### config.mk
export PLATFORM = sky130hd
export DESIGN_NAME = fpu_multiplier_iter
export DESIGN_NICKNAME = d
export VERILOG_FILES = /design/src/rtl/fpu_pkg.sv /design/src/rtl/fpu_operand_unpack.sv /design/src/rtl/fpu_multiplier_iter.sv
export SDC_FILE = /design/constraint.sdc
export NUM_CORES = 1
export LEC_CHECK = 0
export ABC_AREA = 1
export CAP_MARGIN = 30
export CELL_PAD_IN_SITES_DETAIL_PLACEMENT = 1
export CELL_PAD_IN_SITES_GLOBAL_PLACEMENT = 2
export CORE_ASPECT_RATIO = 0.5
export CORE_MARGIN = 5
export CORE_UTILIZATION = 30
export CTS_CLUSTER_DIAMETER = 150
export DETAILED_ROUTE_END_ITERATION = 10
export PLACE_DENSITY_LB_ADDON = 0.25
export SYNTH_ARGS = -nofsm -noshare
export SYNTH_HDL_FRONTEND = slang
export SYNTH_SLANG_ARGS = --single-unit
### constraint.sdc
create_clock -name clk_i -period 2.7 [get_ports clk_i]
set_input_delay 0.54 -clock clk_i [delete_from_list [all_inputs] [get_ports clk_i]]
set_output_delay 0.54 -clock clk_i [all_outputs]
set_load 0.03 [all_outputs]
### src/rtl/fpu_pkg.sv
// Shared FPU types, FSM states and packed-result helpers.
// Optional build macro: FPU_MUL_INEXACT_EN (adds except_inexact_o).
package fpu_pkg;

  typedef enum logic [1:0] {
    FP_ZERO,
    FP_NORMAL,
    FP_INF,
    FP_NAN
  } fp_class_e;

  typedef enum logic [2:0] {
    ST_IDLE,
    ST_SPECIAL,
    ST_MULT,
    ST_ROUND,
    ST_DONE
  } fpu_state_e;

  localparam int MAX_W = 64;

  // Results are LSB-aligned in a 64-bit word; callers trim to W.
  function automatic logic [MAX_W-1:0] canonical_nan(
    input int exp_w,
    input int frac_w
  );
    return (64'd1 << (exp_w + frac_w)) - 64'd1;
  endfunction

  function automatic logic [MAX_W-1:0] signed_inf(
    input logic sign,
    input int   exp_w = 8,
    input int   frac_w = 23
  );
    logic [MAX_W-1:0] r;
    r = ((64'd1 << exp_w) - 64'd1) << frac_w;
    r = r | ({63'd0, sign} << (exp_w + frac_w));
    return r;
  endfunction

endpackage

### src/rtl/fpu_operand_unpack.sv
// Splits a packed IEEE word into sign/exp/mantissa and classifies it.
// Subnormals classify as zero (DAZ).
module fpu_operand_unpack
  import fpu_pkg::*;
#(
  parameter int EXP_W  = 8,
  parameter int FRAC_W = 23
) (
  input  logic [EXP_W+FRAC_W:0] word_i,
  output logic                  sign_o,
  output logic [EXP_W-1:0]      exp_o,
  output logic [FRAC_W:0]       mant_o,
  output fp_class_e             class_o
);

  logic [FRAC_W-1:0] frac;
  logic              exp_zero;
  logic              exp_ones;
  logic              frac_zero;

  assign sign_o    = word_i[EXP_W+FRAC_W];
  assign exp_o     = word_i[EXP_W+FRAC_W-1:FRAC_W];
  assign frac      = word_i[FRAC_W-1:0];
  assign exp_zero  = (exp_o == '0);
  assign exp_ones  = (exp_o == '1);
  assign frac_zero = (frac == '0);
  assign mant_o    = {~exp_zero, frac};

  always_comb begin
    class_o = FP_NORMAL;
    unique case (1'b1)
      exp_zero:               class_o = FP_ZERO;
      exp_ones && frac_zero:  class_o = FP_INF;
      exp_ones && !frac_zero: class_o = FP_NAN;
      default:                class_o = FP_NORMAL;
    endcase
  end

endmodule

### src/rtl/fpu_multiplier_iter.sv
// Iterative shift-add IEEE multiplier with RNE rounding and flush-to-zero.
// Optional build macro: FPU_MUL_INEXACT_EN (adds except_inexact_o).
module fpu_multiplier_iter
  import fpu_pkg::*;
#(
  parameter int EXP_W  = 8,
  parameter int FRAC_W = 23
) (
  input  logic                    clk_i,
  input  logic                    rst_i,
  input  logic                    in_valid_i,
  output logic                    in_ready_o,
  input  logic [EXP_W+FRAC_W:0]   x_i,
  input  logic [EXP_W+FRAC_W:0]   y_i,
  output logic                    out_valid_o,
  input  logic                    out_ready_i,
  output logic [EXP_W+FRAC_W:0]   z_o,
  output logic                    except_invalid_operation_o,
  output logic                    except_overflow_o,
`ifdef FPU_MUL_INEXACT_EN
  output logic                    except_inexact_o,
`endif
  output logic                    except_underflow_o
);

  localparam int W      = 1 + EXP_W + FRAC_W;
  localparam int MANT_W = FRAC_W + 1;
  localparam int BIAS   = 2 ** (EXP_W - 1) - 1;
  localparam int EW2    = EXP_W + 2;
  localparam int CNT_W  = $clog2(MANT_W);

  localparam logic signed [EW2-1:0] BIAS_S = EW2'(BIAS);
  localparam logic signed [EW2-1:0] ONE_S  = EW2'(1);
  localparam logic signed [EW2-1:0] ZERO_S = '0;
  localparam logic signed [EW2-1:0] EMAX_S = EW2'(2 ** EXP_W - 1);
  localparam logic [CNT_W-1:0]      LAST   = CNT_W'(MANT_W - 1);

  logic                sx, sy;
  logic [EXP_W-1:0]    ex, ey;
  logic [MANT_W-1:0]   mx, my;
  fp_class_e           cx, cy;

  fpu_operand_unpack #(.EXP_W(EXP_W), .FRAC_W(FRAC_W)) u_unpack_x (
    .word_i  (x_i),
    .sign_o  (sx),
    .exp_o   (ex),
    .mant_o  (mx),
    .class_o (cx)
  );

  fpu_operand_unpack #(.EXP_W(EXP_W), .FRAC_W(FRAC_W)) u_unpack_y (
    .word_i  (y_i),
    .sign_o  (sy),
    .exp_o   (ey),
    .mant_o  (my),
    .class_o (cy)
  );

  fpu_state_e             state_q;
  logic                   in_ready_q;
  logic                   out_valid_q;
  logic [W-1:0]           z_q;
  logic                   inv_q, ovf_q, unf_q;
  logic                   sign_q;
  logic                   spec_inv_q, spec_inf_q;
  logic [MANT_W-1:0]      ma_q, mb_q;
  logic [2*MANT_W-1:0]    acc_q, acc_d;
  logic [CNT_W-1:0]       cnt_q;
  logic signed [EW2-1:0]  e_q;
`ifdef FPU_MUL_INEXACT_EN
  logic                   inx_q;
`endif

  logic any_nan, any_inf, any_zero;
  logic signed [EW2-1:0] esum;

  assign any_nan  = (cx == FP_NAN) || (cy == FP_NAN);
  assign any_inf  = (cx == FP_INF) || (cy == FP_INF);
  assign any_zero = (cx == FP_ZERO) || (cy == FP_ZERO);
  assign esum = $signed({2'b00, ex}) + $signed({2'b00, ey}) - BIAS_S;

  // One multiplier bit per cycle, LSB first; accumulator shifts right.
  logic [MANT_W:0] psum;
  always_comb begin
    psum  = {1'b0, acc_q[2*MANT_W-1:MANT_W]}
          + (mb_q[0] ? {1'b0, ma_q} : '0);
    acc_d = {psum, acc_q[MANT_W-1:1]};
  end

  logic                  top;
  logic [MANT_W-1:0]     m0;
  logic                  g, s, rnd, carry;
  logic [MANT_W:0]       m1;
  logic signed [EW2-1:0] e1, e2;
  logic [FRAC_W-1:0]     frac_r;
  logic                  r_ovf, r_unf;
  logic                  unused_hidden;

  always_comb begin
    top    = acc_q[2*MANT_W-1];
    m0     = top ? acc_q[2*MANT_W-1:MANT_W] : acc_q[2*MANT_W-2:MANT_W-1];
    g      = top ? acc_q[MANT_W-1] : acc_q[MANT_W-2];
    s      = top ? |acc_q[MANT_W-2:0] : |acc_q[MANT_W-3:0];
    e1     = top ? e_q + ONE_S : e_q;
    rnd    = g & (s | m0[0]);
    m1     = {1'b0, m0} + {{MANT_W{1'b0}}, rnd};
    carry  = m1[MANT_W];
    frac_r = carry ? '0 : m1[FRAC_W-1:0];
    e2     = carry ? e1 + ONE_S : e1;
    r_ovf  = (e2 >= EMAX_S);
    r_unf  = !r_ovf && (e2 <= ZERO_S);
  end

  assign unused_hidden = m1[FRAC_W];

  always_ff @(posedge clk_i or negedge rst_i) begin
    if (!rst_i) begin
      state_q     <= ST_IDLE;
      in_ready_q  <= 1'b1;
      out_valid_q <= 1'b0;
      z_q         <= '0;
      inv_q       <= 1'b0;
      ovf_q       <= 1'b0;
      unf_q       <= 1'b0;
      sign_q      <= 1'b0;
      spec_inv_q  <= 1'b0;
      spec_inf_q  <= 1'b0;
      ma_q        <= '0;
      mb_q        <= '0;
      acc_q       <= '0;
      cnt_q       <= '0;
      e_q         <= '0;
`ifdef FPU_MUL_INEXACT_EN
      inx_q       <= 1'b0;
`endif
    end else begin
      unique case (state_q)
        ST_IDLE: begin
          if (in_valid_i) begin
            in_ready_q <= 1'b0;
            sign_q     <= sx ^ sy;
            spec_inv_q <= any_nan || (any_inf && any_zero);
            spec_inf_q <= any_inf;
            ma_q       <= mx;
            mb_q       <= my;
            acc_q      <= '0;
            cnt_q      <= '0;
            e_q        <= esum;
            state_q    <= (any_nan || any_inf || any_zero)
                          ? ST_SPECIAL : ST_MULT;
          end
        end
        ST_SPECIAL: begin
          inv_q <= spec_inv_q;
          ovf_q <= 1'b0;
          unf_q <= 1'b0;
`ifdef FPU_MUL_INEXACT_EN
          inx_q <= 1'b0;
`endif
          if (spec_inv_q)
            z_q <= W'(canonical_nan(EXP_W, FRAC_W));
          else if (spec_inf_q)
            z_q <= W'(signed_inf(sign_q, EXP_W, FRAC_W));
          else
            z_q <= {sign_q, {(W-1){1'b0}}};
          out_valid_q <= 1'b1;
          state_q     <= ST_DONE;
        end
        ST_MULT: begin
          acc_q <= acc_d;
          mb_q  <= mb_q >> 1;
          cnt_q <= cnt_q + 1'b1;
          if (cnt_q == LAST)
            state_q <= ST_ROUND;
        end
        ST_ROUND: begin
          inv_q <= 1'b0;
          ovf_q <= r_ovf;
          unf_q <= r_unf;
`ifdef FPU_MUL_INEXACT_EN
          inx_q <= g | s | r_ovf | r_unf;
`endif
          if (r_ovf)
            z_q <= W'(signed_inf(sign_q, EXP_W, FRAC_W));
          else if (r_unf)
            z_q <= {sign_q, {(W-1){1'b0}}};
          else
            z_q <= {sign_q, e2[EXP_W-1:0], frac_r};
          out_valid_q <= 1'b1;
          state_q     <= ST_DONE;
        end
        ST_DONE: begin
          if (out_ready_i) begin
            out_valid_q <= 1'b0;
            in_ready_q  <= 1'b1;
            state_q     <= ST_IDLE;
          end
        end
        default: state_q <= ST_IDLE;
      endcase
    end
  end

  assign in_ready_o                 = in_ready_q;
  assign out_valid_o                = out_valid_q;
  assign z_o                        = z_q;
  assign except_invalid_operation_o = inv_q;
  assign except_overflow_o          = ovf_q;
  assign except_underflow_o         = unf_q;
`ifdef FPU_MUL_INEXACT_EN
  assign except_inexact_o           = inx_q;
`endif

endmodule

==> impl_metrics.ini <==
[run_status]
outcome = complete, but fails checks
violations = negative setup slack

[route]
dr.pass1.iters = 4
wl_per_cell_um = 15.42
viasPerCell = 4.777
wl_um = 32840
drc = 0
antenna_left = 0
via_count = 10180
drtIter0Drc = 416

[timing]
fin_skew_ps = 16.73
timing.slew.headroom_pct = 35.35
period_share_pct = 107.5
setup_viol = 33
finalHoldViolations = 0
slew_viol_final = 0
worst_slack_ps = -202.6
max_freq_mhz = 344.5
rsz0062_at_grt = true
final.min_clock_period_ps = 2903
tightest_slew_ps = 961.5

[grt]
grt_max_degree = 65
grt_overflow_total = 0
grt.total_usage_pct = 17.25
grt_first_pass_wirelength_um = 54020
grt_pass1_vias = 10950
antenna_found_initial = 1

[worst_setup_path]
worstSetupEndpointType = flop
path_class = flop to flop
worstPathMaxFanout = 7
r2r_end = z_o[4]
required_ps = 3090
worstPathArrival_ps = 3290
startpoint_type = flop
reg2reg_depth = 18
r2r-start = acc_q[47]
reg2reg_slack_ps = -200

[cts]
clkSinkCount = 154
postCtsHoldBufs = 0
h-tree-depth = 4
cts_buffer_depth = 2
clk_latency_ps = 460
cts_tree = yes
numCtsBuffers = 17
clkSlewWorstSetupHoldPaths_ps = 70
clock-root-buffer = clkbuf_16

[finish]
ff_latch_area_mm2 = 0.003860
syn2layout_area_growth_pct = 36.08
multi_input_area_mm2 = 0.005717
drive_gt1_share_pct = 18.54
fillers = 4109
nets = 1788
fin_area_mm2 = 0.01393

[power_and_ir_drop]
seqPwrFrac_pct = 28.1
ir_worst_vdd_mv = 0.4775
power_mw = 13.24
cellPowerDensity_mw_per_mm2 = 951.0
internal-power_mw = 7.369
comb_power_share_pct = 53.0
p_leak_nw = 6.964
switching_share_pct = 44.36
pwr-share-clk_pct = 18.9
switchingPower_mw = 5.874

[synthesis]
synth_seq_cells = 154
ys_types = 53
synthesis.nets = 1552
ys_seq_area_share_pct = 37.67
ys_warn_count = 0
syn_inst = 1439
synth_edf_count = 0
synth_ff_type = dfrtp_1
netlist_area_mm2 = 0.01023
synth_area_per_cell_um2 = 7.112
ys_async_sr_fraction_pct = 100.0

[die]
io_pins = 105
rows = 47
die_h_um = 140.6
coreArea_mm2 = 0.03334
die_x_um = 271.2
die_area_mm2 = 0.03813
start_util_pct = 30.69

[hold_path]
worstHoldPathType = input pin to asynchronous set/reset pin

[run]
max_cap_violations = 0

[placed_design]
gp_congestion = 0.8340
port_buffers = 104
place_area_mm2 = 0.01279
dp_hpwl_um = 25480
==> cell type report <==
class	count	area share (%)
clock buffers	18	3.082
inverters	204	5.642
repair buffers	266	17.32
multi-input cells	1031	41.05
diodes	1	0.01797
repair inverters	1	0.04492
flip-flops and latches	154	27.72
clock inverters	14	1.159
well taps	441	3.962
==> power by group through the flow <==
stage                     clock [mW]  sequential [mW]  combinational (mW)
after floorplan                    0             3.86                3.79
after global placement             0             3.73                6.39
after detailed placement           0             3.77                6.59
after CTS                       2.57             3.74                6.88
after global routing            2.68             3.83                7.83
final                           2.51             3.72                7.02
==> state kept, by name, summed over array words and instances (netlist names), 3 cells and up <==
name,flops
acc_q,48
cnt_q,5
e_q,10
ma_q,24
mb_q,24
state_q,3
z_o,32
==> placed cells by master, fill, tap and decap left out, types with 17 or more instances in the layout <==
| cell type | instances |
|---|---|
| nand2_1 | 426 |
| inv_1 | 189 |
| dfrtp_1 | 151 |
| buf_4 | 143 |
| o21ai_0 | 120 |
| clkdlybuf4s50_1 | 103 |
| nor2_1 | 87 |
| nand3_1 | 49 |
| nand4_1 | 43 |
| a21oi_1 | 41 |
| ha_1 | 41 |
| o22ai_1 | 32 |
| nand2_2 | 19 |
| xor2_1 | 18 |
| clkbuf_16 | 17 |
==> cells in the mapped netlist (2+ instances only) <==
cell type,number,area [um^2]
a21boi_0,2,15.01
a21o_1,5,37.54
a21oi_1,47,235.2
a31oi_1,4,25.02
buf_1,3,11.26
buf_2,4,20.02
buf_6,7,78.83
buf_8,2,30.03
clkbuf_1,34,127.6
clkinv_1,2,7.510
dfrtp_1,153,3829
fa_1,2,40.04
ha_1,43,538.0
inv_1,190,713.2
inv_2,12,45.04
mux2i_1,2,20.02
nand2_1,438,1644
nand2_2,12,75.07
nand3_1,61,305.3
nand3_2,2,20.02
nand3_4,2,35.03
nand4_1,43,269.0
nor2_1,95,356.6
nor2_2,10,62.56
nor2_4,2,22.52
nor3_1,8,40.04
nor4_1,11,68.82
o211ai_1,3,22.52
o21ai_0,123,615.6
o21ai_1,10,50.05
o21ai_2,5,43.79
o21bai_1,13,97.59
o21bai_2,10,112.6
o22ai_1,32,200.2
o31ai_1,2,15.01
or2_2,5,31.28
xnor2_1,7,61.31
xor2_1,18,157.7
==> timing repair <==
item	CTS	global route
setup buffers	13	5
gates resized for setup	46	41
cloned	1	1
pin swaps	18	30
setup endpoints to repair	34	41
==> routing by layer <==
metal  up-vias  track usage [%]  part of all wire (%)
met5         -                0                     0
met4         0            4.500                   1.1
met3        24            2.632                   1.8
met2        59            30.06                    49
met1      4944            22.61                    49
li1       5149                -                     -
==> stage by stage <==
step	TNS, ps	utilization [%]	setup slack [ps]	instances	hold WS, ps
4_1_cts	-1683	41.08	-109.0	2123	16.46
3_3_place_gp	-1806	38.37	-281.8	2077	456.1
5_1_grt	-9551	41.76	-363.9	2129	44.04
2_1_floorplan	-2570	-	-135.2	1439	244.4
6_report	-4019	41.77	-202.6	2130	14.59
3_5_place_dp	-5745	38.37	-424.9	2077	468.4
==> worst max-delay path by stage <==
stage / from / to / slack (ps) / cells after the start
floorplan: acc_q[47] / z_o[13] / -140 / 20
global placement: x_i[24] / e_q[7] / -280 / 14
detailed placement: x_i[24] / e_q[7] / -420 / 14
CTS: acc_q[47] / z_o[0] / -110 / 18
global route: acc_q[47] / z_o[2] / -360 / 18
finish: acc_q[47] / z_o[4] / -200 / 18
==> critical path, stage by stage (launching register included) <==
cell,delay [ps]
dfrtp_4,550
buf_12,160
o21ai_4,150
nand2_2,70
inv_2,80
ha_4,160
nand3_4,90
nor2_4,110
nand2_2,90
nor2_4,140
nand4_1,180
nor2_1,160
nand2_1,100
nand2_2,140
inv_4,80
nand2_8,90
nand3_4,150
buf_12,200
o21bai_4,120
==> cells by family after synthesis <==
family	synth area share, %
AND/OR/NAND/NOR	29.11
AO/OA/AOI/OAI	15.06
buffers and inverters	10.17
flip-flops	37.67
adder cells (fa/ha/maj)	5.649
XOR/XNOR	2.140
multiplexers	0.1956
Note: power is estimated with default switching activity, not from simulation.
